File: config.mk
export PLATFORM = sky130hd
export DESIGN_NAME = mux_srcaddr_seq_flat
export DESIGN_NICKNAME = d
export VERILOG_FILES = /design/src/rtl/mux_srcaddr_seq_if.sv /design/src/rtl/mux_srcaddr_seq.sv /design/src/flat_wrapper.sv
export SDC_FILE = /design/constraint.sdc
export NUM_CORES = 1
export LEC_CHECK = 0
export CAP_MARGIN = 20
export CELL_PAD_IN_SITES_DETAIL_PLACEMENT = 1
export CELL_PAD_IN_SITES_GLOBAL_PLACEMENT = 1
export CORE_MARGIN = 2
export CORE_UTILIZATION = 27
export DETAILED_ROUTE_END_ITERATION = 16
export GPL_TIMING_DRIVEN = 0
export PLACE_DENSITY = 0.89
export SKIP_CTS_REPAIR_TIMING = 1
export SLEW_MARGIN = 20
export SYNTH_ARGS = -nofsm -noshare
export SYNTH_HDL_FRONTEND = slang
export SYNTH_SLANG_ARGS = --single-unit
File: constraint.sdc
create_clock -name clk -period 3.7 [get_ports clk]
set_input_delay 0.37 -clock clk [delete_from_list [all_inputs] [get_ports clk]]
set_output_delay 0.37 -clock clk [all_outputs]
set_load 0.01 [all_outputs]
File: src/rtl/mux_srcaddr_seq_if.sv
// Address-source / exception-vector bus for mux_srcaddr_seq.
// slave: the address mux block. master: whoever drives selects and memory responses.
interface mux_srcaddr_seq_if #(
  parameter int unsigned DATA_W = 32
);
  logic [2:0]        sel;
  logic              addr_we;
  logic [DATA_W-1:0] iord_out;
  logic [DATA_W-1:0] a;
  logic [DATA_W-1:0] b;
  logic              exc_req;
  logic [1:0]        exc_cause;
  logic              mem_ack;
  logic [7:0]        mem_rdata;
  logic [DATA_W-1:0] addr_out;
  logic              busy;
  logic              vec_done;
  logic [DATA_W-1:0] handler_addr;
  logic              cause_err;

  modport slave (
    input  sel, addr_we, iord_out, a, b, exc_req, exc_cause, mem_ack, mem_rdata,
    output addr_out, busy, vec_done, handler_addr, cause_err
  );

  modport master (
    output sel, addr_we, iord_out, a, b, exc_req, exc_cause, mem_ack, mem_rdata,
    input  addr_out, busy, vec_done, handler_addr, cause_err
  );
endinterface

File: src/rtl/mux_srcaddr_seq.sv
// Registered memory-address source mux with exception-vector sequencer.
// Optional feature macro: MUX_SRCADDR_AUTOINC_EN (sel 111 selects addr_out+INC_STEP;
// otherwise sel 111 selects 0).
module mux_srcaddr_seq #(
  parameter int unsigned DATA_W   = 32,
  parameter int unsigned VEC_BASE = 253,
  parameter int unsigned NUM_VEC  = 3,
  parameter int unsigned INC_STEP = 4
) (
  input logic                clk,
  input logic                reset_n,
  mux_srcaddr_seq_if.slave   bus
);

  localparam logic [DATA_W-1:0] VEC_BASE_W = DATA_W'(VEC_BASE);
  localparam logic [2:0]        NUM_VEC_W  = 3'(NUM_VEC);

  // Reject parameter sets the datapath cannot represent.
  if (NUM_VEC < 1 || NUM_VEC > 4 || DATA_W < 8 || INC_STEP == 0) begin : g_param_chk
    $error("mux_srcaddr_seq: illegal parameter combination");
  end

  typedef enum logic [1:0] {
    IDLE = 2'd0,
    VEC  = 2'd1,
    WAIT = 2'd2,
    DONE = 2'd3
  } state_t;

  state_t            state;
  logic [DATA_W-1:0] addr_q;
  logic [DATA_W-1:0] handler_q;
  logic              busy_q;
  logic              vec_done_q;
  logic              cause_err_q;

  logic [DATA_W-1:0] src_c;
  logic [1:0]        vidx_c;
  logic              cause_ok_c;

  assign vidx_c     = 2'(bus.sel[1:0] - 2'd1);
  assign cause_ok_c = ({1'b0, bus.exc_cause} < NUM_VEC_W);

  // Decode the selected address source.
  always_comb begin
    src_c = '0;
    unique case (bus.sel)
      3'b000:                src_c = bus.iord_out;
      3'b001, 3'b010, 3'b011: begin
        if ({1'b0, vidx_c} < NUM_VEC_W) begin
          src_c = VEC_BASE_W + DATA_W'(vidx_c);
        end
      end
      3'b100:                src_c = '0;
      3'b101:                src_c = bus.a;
      3'b110:                src_c = bus.b;
      3'b111: begin
`ifdef MUX_SRCADDR_AUTOINC_EN
        src_c = addr_q + DATA_W'(INC_STEP);
`else
        src_c = '0;
`endif
      end
      default:               src_c = '0;
    endcase
  end

  // Sequencer state, address register and registered status outputs.
  always_ff @(posedge clk or negedge reset_n) begin
    if (!reset_n) begin
      state       <= IDLE;
      addr_q      <= '0;
      handler_q   <= '0;
      busy_q      <= 1'b0;
      vec_done_q  <= 1'b0;
      cause_err_q <= 1'b0;
    end else begin
      vec_done_q  <= 1'b0;
      cause_err_q <= 1'b0;
      unique case (state)
        IDLE: begin
          if (bus.exc_req && cause_ok_c) begin
            // Exception wins over a normal load in the same cycle.
            state  <= VEC;
            addr_q <= VEC_BASE_W + DATA_W'(bus.exc_cause);
            busy_q <= 1'b1;
          end else begin
            if (bus.exc_req) begin
              cause_err_q <= 1'b1;
            end
            if (bus.addr_we) begin
              addr_q <= src_c;
            end
          end
        end
        VEC: begin
          state <= WAIT;
        end
        WAIT: begin
          if (bus.mem_ack) begin
            state      <= DONE;
            handler_q  <= DATA_W'(bus.mem_rdata);
            vec_done_q <= 1'b1;
            busy_q     <= 1'b0;
          end
        end
        DONE: begin
          state <= IDLE;
        end
        default: begin
          state <= IDLE;
        end
      endcase
    end
  end

  assign bus.addr_out     = addr_q;
  assign bus.handler_addr = handler_q;
  assign bus.busy         = busy_q;
  assign bus.vec_done     = vec_done_q;
  assign bus.cause_err    = cause_err_q;

endmodule

File: src/flat_wrapper.sv
// flat-port wrapper written by rule: the top's interface ports become plain ports
module mux_srcaddr_seq_flat 
#(
  parameter int unsigned DATA_W   = 32,
  parameter int unsigned VEC_BASE = 253,
  parameter int unsigned NUM_VEC  = 3,
  parameter int unsigned INC_STEP = 4
)
  (clk, reset_n, bus_sel, bus_addr_we, bus_iord_out, bus_a, bus_b, bus_exc_req, bus_exc_cause, bus_mem_ack, bus_mem_rdata, bus_addr_out, bus_busy, bus_vec_done, bus_handler_addr, bus_cause_err);
  mux_srcaddr_seq_if #(.DATA_W(DATA_W)) bus_i ();
  input logic clk;
  input logic reset_n;
  input wire logic [$bits(bus_i.sel)-1:0] bus_sel;
  input wire logic [$bits(bus_i.addr_we)-1:0] bus_addr_we;
  input wire logic [$bits(bus_i.iord_out)-1:0] bus_iord_out;
  input wire logic [$bits(bus_i.a)-1:0] bus_a;
  input wire logic [$bits(bus_i.b)-1:0] bus_b;
  input wire logic [$bits(bus_i.exc_req)-1:0] bus_exc_req;
  input wire logic [$bits(bus_i.exc_cause)-1:0] bus_exc_cause;
  input wire logic [$bits(bus_i.mem_ack)-1:0] bus_mem_ack;
  input wire logic [$bits(bus_i.mem_rdata)-1:0] bus_mem_rdata;
  output wire logic [$bits(bus_i.addr_out)-1:0] bus_addr_out;
  output wire logic [$bits(bus_i.busy)-1:0] bus_busy;
  output wire logic [$bits(bus_i.vec_done)-1:0] bus_vec_done;
  output wire logic [$bits(bus_i.handler_addr)-1:0] bus_handler_addr;
  output wire logic [$bits(bus_i.cause_err)-1:0] bus_cause_err;
  assign bus_i.sel = bus_sel;
  assign bus_i.addr_we = bus_addr_we;
  assign bus_i.iord_out = bus_iord_out;
  assign bus_i.a = bus_a;
  assign bus_i.b = bus_b;
  assign bus_i.exc_req = bus_exc_req;
  assign bus_i.exc_cause = bus_exc_cause;
  assign bus_i.mem_ack = bus_mem_ack;
  assign bus_i.mem_rdata = bus_mem_rdata;
  assign bus_addr_out = bus_i.addr_out;
  assign bus_busy = bus_i.busy;
  assign bus_vec_done = bus_i.vec_done;
  assign bus_handler_addr = bus_i.handler_addr;
  assign bus_cause_err = bus_i.cause_err;
  mux_srcaddr_seq #(.DATA_W(DATA_W), .VEC_BASE(VEC_BASE), .NUM_VEC(NUM_VEC), .INC_STEP(INC_STEP)) u_core (.clk(clk), .reset_n(reset_n), .bus(bus_i));
endmodule
==> impl_results.md, run 1 <==
* Sequential area share after synthesis at between 40 and 50%
* Leakage dissipation at roughly 1.8 nW
* Leading post-synthesis cells by cell area: dfrtp_1, a32oi_1, a22oi_1
* Port Buf Inserts at approximately 160
* Critical Path Fanout Max at 7
* Top cell type's share of synthesized area at between 40% and 50%
* Fin cells at roughly 550
* # setup viols final at 0
* Final hold violation count at 0
* CP max stage cell: clkdlybuf4s50_1
* CTS tree: built
* Min-delay worst type: reg2reg
* Site row count at 35
* PD cells at 504.5 nW/µm²
* Layout cell share with drive strength beyond 1 at around 12%
* DR vias at ~2700
* Cell area after synthesis at roughly 2600 µm²
* EDFF count, synth at 0
* CP Launch Type: input pin
* Relative slew slack at between 50% and 60%
* Design Power at about 2.3 mW
* Clk sink count at between 40 and 50
* Worst Max-Slew Pin Slew at approximately 0.70 ns
* Fin crit share at between 60% and 70%
* Avg Cell Area, Syn at between 10 and 15 µm²
* Clock Pin Slew Worst Setup and Hold Paths at 0.09 ns
* Synthesis-to-finish area growth at 74.47%
* ANT cells at 0
* Synth Warn # at 0
* TNS Setup at 0 ns
* Top-Level Pins at between 150 and 200
* Max-cap viol count at 0
* Iteration-0 DRC Markers at 58
* Total track usage at a little under a fifth
* Setup CP Type: in2reg
* Synthesis-stage register bit count at 45
* Die area at just over 10000 µm²
* Hpwl dp at approximately 8 mm
* TritonCTS Buffers at 5
* Setup ws final at about 1.1 ns
* Initial antenna violation count at 0
* RSZ-0062 raised after global routing: false
* Per-cell routed wire length at approximately 18 µm
* Largest net degree at the start of global routing at 29
* Die Y-Extent at roughly 100 µm
* Die width at between 100 and 150 µm
* Outcome: complete, no violations
* DP Worst Slack at 0.8069 ns
* F_max at 0.3914 GHz
* Root Driver: clkbuf_8
* Crit-path most repeated cell: nor3_1
* Htree depth at 2
* DRT Pass-1 Iters at 4
* Post-Syn Instances at about 250
* Placed instance count at around 540
* CP Cell Sequence: clkdlybuf4s50_1 > inv_1 > ha_1 > buf_2 > nor3_1 > nor3_1 > nor3_1 > a21oi_1
* Critical Path AT at between 2 and 3 ns
* Commonest register cell after synthesis: dfrtp_1
* Clk Latency, worst-skew pair at 0.31 ns
* Final ANT Viol Nets at 0
* FFs w/ async S/R, synth at 100.0%
* Synth cell types at 35
* Most numerous cell in the Yosys netlist: dfrtp_1
* Final GP Congestion at 0.8488
* Cell taking the most area after synthesis: dfrtp_1
* Worst-case clock skew at 0.01272 ns
* Fin util at 48.54%
* Detailed Route WL at about 9.9 mm
* # DRC at 0
* Nets@finish at approximately 560
* Starting Density at 27.82%
* CP peak stage delay at between 0.6 and 0.7 ns
* Final Max Slew Viols at 0
* Crit path capture type: register
* Vias in the first global route at 2944
* Drt via density at between 4 and 5
* Peak VDD IR at about 160 µV
* Core Box Area at 9196 µm²
* First-pass GRT wire length at about 15 mm
* Total grt overflow at 0
* Clock tree buffer depth at 2
* Worst Path Required at ~3.9 ns
* Post-synth top cells: dfrtp_1, o21ai_0, a22oi_1, buf_4, a32oi_1
* Post-route minimum period at around 2.6 ns
[cell families after synthesis]
| kind of cell | Yosys count | share of synthesized area [%] |
|---|---|---|
| buf+inv | 48 | 11.54 |
| flops | 45 | 44.01 |
| fa+ha+maj | 8 | 3.912 |
| mux | 8 | 3.521 |
| simple gates | 25 | 5.379 |
| xor+xnor | 1 | 0.3424 |
| compound gates | 109 | 31.15 |
| other cells | 1 | 0.1466 |
[stage by stage]
| stage | cell area (µm²) | hold slack (ns) |
|---|---|---|
| after floorplan | 2645 | 0.07441 |
| after global placement | 4345 | 0.4713 |
| after detailed placement | 4360 | 0.3399 |
| after CTS | 4454 | -0.004966 |
| after global routing | 4464 | 0.5377 |
| final | 4464 | 0.5037 |
[per-layer routing]
layer / global-route usage (%) / wire, µm / part of all wire [%] / vias to the layer above
li1: - / - / - / 1275
met4: 4.886 / 195 / 2.0 / 0
met3: 4.348 / 709 / 7.1 / 14
met5: 0 / 0 / 0 / -
met1: 21.27 / 3855 / 39 / 1304
met2: 34.28 / 5188 / 52 / 129
[registers in the layout (all words and copies together), names as in the netlist]
register,count
u_core.bus.cause_err,1
u_core.bus.handler_addr,8
u_core.bus.busy,1
u_core.bus.vec_done,1
u_core.bus.addr_out,32
u_core.state,2
[critical path: cells and delay by family]
kind / cells / cell delay, ns
compound gates: 1 / 0.19
simple gates: 3 / 0.94
fa+ha+maj: 1 / 0.22
buf+inv: 3 / 0.97
[layout by cell type (no fill, tap or decap), types with 3 or more instances in the layout]
cell type	count
o32ai_1	6
a22oi_1	25
nor2_1	3
a22o_1	8
clkdlybuf4s50_1	155
clkbuf_1	10
a32oi_1	24
clkbuf_8	5
inv_1	5
mux2_2	8
nor3_1	3
ha_1	8
buf_2	6
o21ai_0	28
buf_4	25
a21oi_1	9
conb_1	24
dfrtp_1	45
nand2_1	11
[power breakdown]
| group | total, mW | internal [mW] | switching (mW) |
|---|---|---|---|
| clock network | 0.328 | 0.137 | 0.192 |
| logic | 1.13 | 0.630 | 0.496 |
| registers | 0.798 | 0.686 | 0.113 |
[final timing paths]
kind	cells after the start	slack, ns	startpoint	end
setup / recovery	8	1.15	bus_sel[0]	u_core.bus.addr_out[3]$_DFFE_PN0P_
hold / removal	2	0.50	u_core.bus.addr_out[27]$_DFFE_PN0P_	u_core.bus.addr_out[27]$_DFFE_PN0P_
setup reg to reg	6	1.59	u_core.state[0]$_DFFE_PN0P_	u_core.bus.addr_out[3]$_DFFE_PN0P_
hold reg to reg	2	0.50	u_core.bus.addr_out[27]$_DFFE_PN0P_	u_core.bus.addr_out[27]$_DFFE_PN0P_
max in group asynchronous	3	2.66	reset_n	u_core.bus.addr_out[11]$_DFFE_PN0P_
min in group asynchronous	2	0.52	reset_n	u_core.bus.handler_addr[3]$_DFFE_PN0P_
[final cells by class]
class                      instances  area [µm²]
fill                            1069        4732
multi-input combinational        175        1224
clock buffer                       5       68.82
inverter                           5       18.77
buffer                            43       276.5
timing repair buffer             158        1587
clock inverter                     3       25.02
sequential                        45        1126
tap                              111       138.9
(Power assumes the default switching activity.)
==> inputs of run 2 (changes only) <==
--- a/config.mk
+++ b/config.mk
@@ -9,10 +9,10 @@
 export CELL_PAD_IN_SITES_DETAIL_PLACEMENT = 1
 export CELL_PAD_IN_SITES_GLOBAL_PLACEMENT = 1
 export CORE_MARGIN = 2
-export CORE_UTILIZATION = 27
+export CORE_UTILIZATION = 22
 export DETAILED_ROUTE_END_ITERATION = 16
 export GPL_TIMING_DRIVEN = 0
-export PLACE_DENSITY = 0.89
+export PLACE_DENSITY = 0.78
 export SKIP_CTS_REPAIR_TIMING = 1
 export SLEW_MARGIN = 20
 export SYNTH_ARGS = -nofsm -noshare
==> constraint.sdc (replaced) <==
create_clock -name clk -period 2.25 [get_ports clk]
set_input_delay 0.225 -clock clk [delete_from_list [all_inputs] [get_ports clk]]
set_output_delay 0.225 -clock clk [all_outputs]
set_load 0.01 [all_outputs]
==> run 2 against run 1 <==
- design area grew 3.1%
- largest power group unchanged
- global-route usage down 2.5 points
- largest cell class unchanged
- highest routed layer unchanged
- final cell count increased by 6.4%
==> impl_results.md, run 2 (synthesis results as in run 1) <==
* Outcome: complete, no violations
* R2R depth at 8 (+2)
* Starting Density at 22.50% (-5.3 points)
* R2R setup slack at 0.27 ns (-1.32 ns)
* Port Buf Inserts at 156 (unchanged)
* Clock tree buffer depth at 2 (unchanged)
* ANT cells at 0 (unchanged)
* TritonCTS Buffers at 5 (unchanged)
* TNS Setup at 0 ns (unchanged)
* Peak VDD IR at 379.5 µV (+140%)
* Final hold violation count at 0 (unchanged)
* Worst Path Required at 2.45 ns (-1.40 ns)
* Per-cell routed wire length at 17.42 µm (-4.6%)
* Synthesis-to-finish area growth at 79.95%
* Largest net degree at the start of global routing at 25 (-14%)
* Fin crit share at about nine tenths
* Final Max Slew Viols at 0 (unchanged)
* Die width at 111.8 µm (+10%)
* Layout cell share with drive strength beyond 1 at 13.50% (+1.1 points)
* Critical Path AT at 2.27 ns (-0.43 ns)
* Top-Level Pins at 181 (unchanged)
* Nets@finish at 558 (+0.54%)
* DR vias at 2682 (-1.5%)
* Flip-flop count of the largest register after layout at 32 (unchanged)
* # setup viols final at 0 (unchanged)
* Final GP Congestion at 0.7449 (-12%)
* Placed instance count at 568 (+6.0%)
* Worst Max-Slew Pin Slew at 0.6524 ns (-0.04504 ns)
* Relative slew slack at 56.21% (+3.1 points)
* DRT Pass-1 Iters at 4 (unchanged)
* RSZ-0062 raised after global routing: false
* Setup CP Type: in2reg
* CP Launch Type: input pin
* Clk sink count at 45 (unchanged)
* Drt via density at 4.624 (-7.4%)
* Vias in the first global route at 2959 (+0.51%)
* Root Driver: clkbuf_16
* Clock Pin Slew Worst Setup and Hold Paths at 0.06 ns (-0.03 ns)
* # DRC at 0 (unchanged)
* Min-delay worst type: in2async
* Site row count at 39 (+11%)
* F_max at slightly below 0.5 GHz
* Most frequent cells in the layout: clkdlybuf4s50_1, dfrtp_1, buf_4
* Initial antenna violation count at 0 (unchanged)
* Die area at 12510 µm² (+22%)
* Core Box Area at 11370 µm² (+24%)
* Fin cells at 580 (+6.4%)
* Hpwl dp at 7.960 mm (-0.93%)
* Clk Latency, worst-skew pair at 0.29 ns (-0.02 ns)
* Worst-case clock skew at 0.01005 ns (-0.002672 ns)
* Total track usage at 15.98% (-2.5 points)
* Crit path capture type: register
* Most common cell after layout, fill and taps aside: clkdlybuf4s50_1
* Iteration-0 DRC Markers at 98 (+69%)
* Leakage dissipation at 1.908 nW (+3.3%)
* Filler cell count at 1318 (+23%)
* Post-route minimum period at 2.064 ns
* Worst R2R End: u_core.bus.addr_out[12]$_DFFE_PN0P_
* Total grt overflow at 0 (unchanged)
* PD cells at 850.3 nW/µm² (+69%)
* Max-cap viol count at 0 (unchanged)
* Detailed Route WL at 10.11 mm (+1.6%)
* Final ANT Viol Nets at 0 (unchanged)
* First-pass GRT wire length at 15.74 mm (+5.9%)
* CTS tree: built
* Htree depth at 2 (unchanged)
* Critical Path Fanout Max at 10 (+3)
* FF-to-FF Start: u_core.state[0]$_DFFE_PN0P_
* Die Y-Extent at 111.8 µm (+10%)
run 2: cell count changes in the layout (fill, tap and decap cells not counted), moves of 2 or more:
cell,delta
clkdlybuf4s50_1,-2
clkinv_2,+2
buf_4,+4
dlymetal6s2s_1,+2
clkbuf_16,+5
clkbuf_8,-5
run 2: through the flow:
stage                     util, %  power, mW  cell area [µm²]  hold slack [ns]  setup slack, ns
after floorplan                 -      2.109             2645         -0.07059           0.6231
after global placement      38.57      3.122             4385           0.4695          -0.4569
after detailed placement    38.70      3.203             4400           0.2638          -0.5412
after CTS                   39.96      3.949             4543         -0.04659          -0.2495
after global routing        40.50      4.172             4604           0.5184          0.01252
final                       40.50      3.915             4604           0.4931           0.1864
run 2: worst max-delay path by stage:
stage,from,to,slack [ns],depth (start not counted)
after floorplan,bus_sel[0],u_core.bus.addr_out[12]$_DFFE_PN0P_,0.62,8
final,bus_exc_cause[0],u_core.bus.addr_out[12]$_DFFE_PN0P_,0.19,8
after global routing,bus_exc_cause[0],u_core.bus.addr_out[12]$_DFFE_PN0P_,0.01,8
after detailed placement,bus_sel[0],u_core.bus.addr_out[21]$_DFFE_PN0P_,-0.54,9
after CTS,bus_sel[0],u_core.bus.addr_out[12]$_DFFE_PN0P_,-0.25,9
after global placement,bus_sel[0],u_core.bus.addr_out[21]$_DFFE_PN0P_,-0.46,9
run 2: worst max-delay path: stages:
cell and delay [ns]:
clkdlybuf4s50_1 0.50, ha_1 0.20, nand2b_1 0.21, and3_1 0.17, buf_2 0.24, clkbuf_1 0.44, a32oi_1 0.17, o21ai_0 0.11
run 2: cell type report:
cell class              instances  area (µm²)  share of cell area [%]
repair buffers                161        1614                   35.05
multi-input cells             175        1244                   27.01
flip-flops and latches         45        1126                   24.46
plain buffers                  43       280.3                   6.087
well taps                     143       178.9                   3.886
clock buffers                   5       125.1                   2.717
inverters                       5       18.77                  0.4076
clock inverters                 3       17.52                  0.3804
run 2: metal layers:
| layer | share of wire [%] | vias up | wire length (µm) | global-route usage [%] |
|---|---|---|---|---|
| met3 | 9.1 | 14 | 922 | 5.063 |
| met1 | 41 | 1244 | 4183 | 18.95 |
| met4 | 1.1 | 0 | 110 | 3.292 |
| met2 | 48 | 141 | 4889 | 28.40 |
| li1 | - | 1283 | - | - |
| met5 | 0 | - | 0 | 0 |
run 2: power breakdown:
group	switching (mW)	internal, mW	leakage (nW)
sequential	0.184	1.13	0.567
clock	0.320	0.408	0.0696
combinational	0.830	1.04	1.27
total	1.33	2.58	1.91
